`src/rtl/clk_en_gen.sv`:
```
// Fractional NUM/DEN clock-enable generator with settle/lock state machine.
// Optional square-wave outputs o_sq are enabled by defining CLK_EN_GEN_SQUARE_EN.
module clk_en_gen #(
  parameter int CHANNELS      = 2,
  parameter int W             = 8,
  parameter int SETTLE_CYCLES = 16,
  parameter int DEF_NUM       = 1,
  parameter int DEF_DEN       = 5
) (
  input  logic                  i_clk,
  input  logic                  i_rst,
  input  logic [CHANNELS*W-1:0] i_num,
  input  logic [CHANNELS*W-1:0] i_den,
  input  logic                  i_load,
  output logic [CHANNELS-1:0]   o_en,
  output logic [CHANNELS-1:0]   o_err,
`ifdef CLK_EN_GEN_SQUARE_EN
  output logic [CHANNELS-1:0]   o_sq,
`endif
  output logic                  o_locked
);

  localparam int CW = (SETTLE_CYCLES > 1) ? $clog2(SETTLE_CYCLES) : 1;
  localparam logic [CW-1:0] CNT_LAST = CW'(SETTLE_CYCLES - 1);
  localparam logic DEF_BAD = (DEF_DEN == 0) || (DEF_NUM > DEF_DEN);

  typedef enum logic [1:0] {
    ST_RESET,
    ST_SETTLE,
    ST_RUN
  } state_t;

  state_t                      state_q, state_d;
  logic [CW-1:0]               cnt_q, cnt_d;
  logic [CHANNELS-1:0][W-1:0]  num_q, num_d;
  logic [CHANNELS-1:0][W-1:0]  den_q, den_d;
  logic [CHANNELS-1:0][W-1:0]  acc_q, acc_d;
  logic [CHANNELS-1:0]         en_q, en_d;
  logic [CHANNELS-1:0]         err_q, err_d;
  logic                        locked_q, locked_d;
  logic [W:0]                  sum;
`ifdef CLK_EN_GEN_SQUARE_EN
  logic [CHANNELS-1:0]         sq_q, sq_d;
`endif

  always_comb begin
    state_d = state_q;
    cnt_d   = cnt_q;
    num_d   = num_q;
    den_d   = den_q;
    acc_d   = acc_q;
    en_d    = '0;
    err_d   = '0;
    sum     = '0;
`ifdef CLK_EN_GEN_SQUARE_EN
    sq_d    = '0;
`endif

    case (state_q)
      ST_RESET: begin
        state_d = ST_SETTLE;
        cnt_d   = '0;
      end
      ST_SETTLE: begin
        if (cnt_q == CNT_LAST) state_d = ST_RUN;
        else                   cnt_d   = cnt_q + 1'b1;
      end
      default: state_d = ST_RUN;
    endcase

    if (i_load) begin
      num_d   = i_num;
      den_d   = i_den;
      state_d = ST_SETTLE;
      cnt_d   = '0;
    end

    // Accumulators only advance on a RUN cycle with no load pending; a load
    // clears them in the same edge that drops the enables.
    for (int unsigned c = 0; c < CHANNELS; c++) begin
      err_d[c] = (den_d[c] == '0) || (num_d[c] > den_d[c]);
      acc_d[c] = '0;
      if (state_q == ST_RUN && !i_load && !err_d[c]) begin
        sum = {1'b0, acc_q[c]} + {1'b0, num_q[c]};
        if (sum >= {1'b0, den_q[c]}) begin
          acc_d[c] = W'(sum - {1'b0, den_q[c]});
          en_d[c]  = 1'b1;
        end else begin
          acc_d[c] = sum[W-1:0];
        end
`ifdef CLK_EN_GEN_SQUARE_EN
        sq_d[c] = sq_q[c] ^ en_d[c];
`endif
      end
    end

    locked_d = (state_d == ST_RUN);
  end

  always_ff @(posedge i_clk) begin
    if (i_rst) begin
      state_q  <= ST_RESET;
      cnt_q    <= '0;
      num_q    <= {CHANNELS{W'(DEF_NUM)}};
      den_q    <= {CHANNELS{W'(DEF_DEN)}};
      acc_q    <= '0;
      en_q     <= '0;
      err_q    <= {CHANNELS{DEF_BAD}};
      locked_q <= 1'b0;
`ifdef CLK_EN_GEN_SQUARE_EN
      sq_q     <= '0;
`endif
    end else begin
      state_q  <= state_d;
      cnt_q    <= cnt_d;
      num_q    <= num_d;
      den_q    <= den_d;
      acc_q    <= acc_d;
      en_q     <= en_d;
      err_q    <= err_d;
      locked_q <= locked_d;
`ifdef CLK_EN_GEN_SQUARE_EN
      sq_q     <= sq_d;
`endif
    end
  end

  assign o_en     = en_q;
  assign o_err    = err_q;
  assign o_locked = locked_q;
`ifdef CLK_EN_GEN_SQUARE_EN
  assign o_sq     = sq_q;
`endif

endmodule

```
`config.mk`:
```
export PLATFORM = sky130hd
export DESIGN_NAME = clk_en_gen
export DESIGN_NICKNAME = d
export VERILOG_FILES = /design/src/rtl/clk_en_gen.sv
export SDC_FILE = /design/constraint.sdc
export NUM_CORES = 1
export LEC_CHECK = 0
export CAP_MARGIN = 20
export CORE_MARGIN = 1.5
export CORE_UTILIZATION = 45
export DETAILED_ROUTE_END_ITERATION = 16
export DONT_BUFFER_PORTS = 1
export PLACE_DENSITY = 0.7
export SLEW_MARGIN = 30
export SYNTH_ARGS = -nofsm -noshare
export SYNTH_HDL_FRONTEND = slang
export SYNTH_SLANG_ARGS = --single-unit
```
`constraint.sdc`:
```
create_clock -name i_clk -period 4.5 [get_ports i_clk]
set_input_delay 1.35 -clock i_clk [delete_from_list [all_inputs] [get_ports i_clk]]
set_output_delay 1.35 -clock i_clk [all_outputs]
set_load 0.1 [all_outputs]
```
==> metrics.md <==
| Metric | Value |
|---|---|
| Setup bufs post-CTS | `0` |
| Synth area leader | `dfxtp_1` |
| Final setup vio count | `0` |
| Final Power | `1.262 mW` |
| Final Cycle Share | `81.43%` |
| Register area share after synthesis | `29.73%` |
| Initial DRC count | `127` |
| Die width | `96.96 um` |
| Routed wire length per instance | `15.53 um` |
| IO buf count | `0` |
| Number of diodes | `0` |
| Leading cell type in the layout, fill and taps excluded | `dfxtp_1` |
| RSZ-0062 raised after global routing | `false` |
| Dpl cells | `539` |
| Area share of the largest cell type after synthesis | `29.73%` |
| Top cells by area, synth | `dfxtp_1 (30%), ha_1 (15%), mux2i_1 (5.8%), nor2_1 (4.3%), mux2_2 (4.3%)` |
| Top cell by count, worst path | `ha_1` |
| Register area | `1181 um^2` |
| Top Ports | `40` |
| DR vias | `3093` |
| Max-slew violation count | `0` |
| Initial Util | `46.00%` |
| Slowest stage delay, CP | `0.44 ns` |
| Worst setup SP type | `flop` |
| PostCTS Resize Cnt | `0` |
| Worst-case reg-to-reg path depth | `13` |
| Maximum VDD drop | `147.6 uV` |
| Cell area after layout | `4195 um^2` |
| CP cell instances | `ha_1 -> fa_1 -> a211oi_2 -> nor2_1 -> o31a_1 -> a21oi_1 -> ha_1 -> nand4_1 -> o21ai_0 -> or2_2 -> o22a_1 -> or2_1 -> o211a_1` |
| Worst-Margin Slew | `0.9487 ns` |
| Crit Path Category | `reg2reg` |
| Hold Crit Class | `reg2reg` |
| Share of layout cells above drive strength 1 | `8.296%` |
| Num Clock Sinks | `59` |
| Critical Path RT | `4.73 ns` |
| Yosys warning total | `0` |
| Number of max-cap violations | `0` |
| Vias in the first global route | `3083` |
| FF+latch count, synth | `59` |
| Largest net degree at the start of global routing | `41` |
| First-pass GRT wire length | `14430 um` |
| Crit Path Max Fanout | `10` |
| Final wirelength | `8605 um` |
| Syn nets | `532` |
| DR DRC count | `0` |
| Final nets | `530` |
| Setup crit end kind | `flop` |
| Cell Count, Final, Fillers Out | `554` |
| Overall Global Routing Usage | `19.08%` |
| Post-Synthesis Cells | `444` |
| Post-synth EDFFs | `0` |
| Synth cell types | `53` |
| Final ANT Viol Nets | `0` |
| Synthesized area | `3973 um^2` |
| Synthesis-to-finish area growth | `5.606%` |
| First-pass iteration count of the detailed router | `4` |
| CP max-delay cell | `fa_1` |
| Die height | `96.96 um` |
| Status | `complete, no violations` |
| Placed Area | `4035 um^2` |
| Antenna violations before repair | `2` |
| Num CTS Buffers | `9` |
| Die Area | `9400 um^2` |
| Worst hold margin | `0.5424 ns` |
| Power density cells | `300.7 nW/um^2` |
| Clock buffer depth | `2` |
| CTS tree | `done` |
| Synth async-reset ratio | `0%` |
| Arr. time, crit path | `3.89 ns` |
| Most used DFF post-synth | `dfxtp_1` |
| H-tree Lvls | `3` |
| Hold Buf Count CTS | `0` |
| Pleak | `1.894 nW` |
| Fillers | `842` |
| Max-slew headroom | `36.67%` |
| Fmax | `272.9 MHz` |
| Final GP Congestion | `0.8491` |
| Avg Inst Size Synth | `8.947 um^2` |
| Overflow after GRT | `0` |
| Rows | `34` |
| Via/cell ratio | `5.583` |
| Hold Vio Cnt, Final | `0` |
| Most frequent cells in the layout | `dfxtp_1 (59), ha_1 (49), nor2_1 (46)` |
| Clock Pin Slew Worst Setup and Hold Paths | `0.07 ns` |
| Setup TNS | `0 ns` |
| Hold path depth | `2` |
| DP HPWL | `6871 um` |
| Core area | `8636 um^2` |
| Multi-input gate area in the final layout | `2606 um^2` |
| Max Clock Skew | `0.008504 ns` |
| Root buf cell | `clkbuf_8` |
| Worst skew pair latency | `0.33 ns` |
| Min Tclk post-route | `3.664 ns` |
worst max-delay path: cells and delay by family, from the launching register on:
kind / cells / cell delay [ns]
compound gates: 6 / 1.33
fa+ha+maj: 3 / 0.97
flops: 1 / 0.33
simple gates: 4 / 0.92
cell type report:
| type | count | area share, % |
|---|---|---|
| sequential | 59 | 28.15 |
| inverter | 30 | 2.684 |
| multi-input combinational | 342 | 62.12 |
| clock buffer | 12 | 3.460 |
| clock inverter | 3 | 0.3579 |
| tap | 108 | 3.221 |
cell usage after synthesis, types with 2 or more instances:
master,n
dfxtp_1,59
ha_1,49
nor2_1,46
inv_1,30
mux2i_1,23
a21oi_1,21
nor2b_1,20
nand2_1,19
o21ai_0,16
mux2_2,15
xnor2_1,13
a211oi_1,10
nand4_1,10
o211ai_1,9
nor3_1,8
a21o_1,7
buf_2,7
nand2b_1,6
o21a_1,6
o21ai_1,6
xor2_1,5
a22oi_1,4
clkbuf_1,4
fa_1,4
nand3_1,4
and3_1,3
nor4_1,3
o211a_1,3
o21bai_1,3
a221oi_1,2
buf_6,2
o22a_1,2
o31a_1,2
o31ai_1,2
or2_1,2
or2_2,2
per-stage QoR:
| stage | worst slack, ns | util [%] |
|---|---|---|
| after floorplan | 0.5466 | - |
| after global placement | 0.8576 | 46.73 |
| after detailed placement | 0.8071 | 46.73 |
| after CTS | 0.7951 | 48.58 |
| after global routing | 0.4844 | 48.58 |
| final | 0.8358 | 48.58 |
power by group:
part | switching [mW] | leakage, nW | internal (mW)
clock | 0.204 | 0.0860 | 0.209
combinational | 0.146 | 1.32 | 0.126
sequential | 0.0324 | 0.483 | 0.543
worst paths after layout:
kind	from	endpoint	slack, ns
max	num_q[8]	acc_q[10]	0.84
min	state_q[0]	cnt_q[2]	0.54
max reg2reg	num_q[8]	acc_q[10]	0.84
min reg2reg	state_q[0]	cnt_q[2]	0.54
sequential cells by signal, indices dropped and copies added (netlist names):
register / flops
cnt_q: 4
den_q: 16
o_err: 2
o_locked: 1
acc_q: 16
num_q: 16
o_en: 2
state_q: 2
routing by layer:
layer / GRT usage, % / vias up / wire length [um]
met4: 6.243 / 2 / 91
met1: 24.26 / 1449 / 4047
met5: 0 / - / 12
met2: 31.95 / 39 / 4063
met3: 4.335 / 10 / 390
li1: - / 1593 / -
cell families (layout without fill, tap and decap cells):
| group | after synthesis | in the layout | synth area share, % |
|---|---|---|---|
| multiplexers | 38 | 38 | 10.05 |
| AND/OR/NAND/NOR | 130 | 130 | 16.44 |
| adder cells (fa/ha/maj) | 53 | 53 | 17.45 |
| AO/OA/AOI/OAI | 103 | 103 | 17.70 |
| buffers and inverters | 43 | 45 | 4.661 |
| XOR/XNOR | 18 | 18 | 3.968 |
| flip-flops | 59 | 59 | 29.73 |
(Power assumes the default switching activity.)
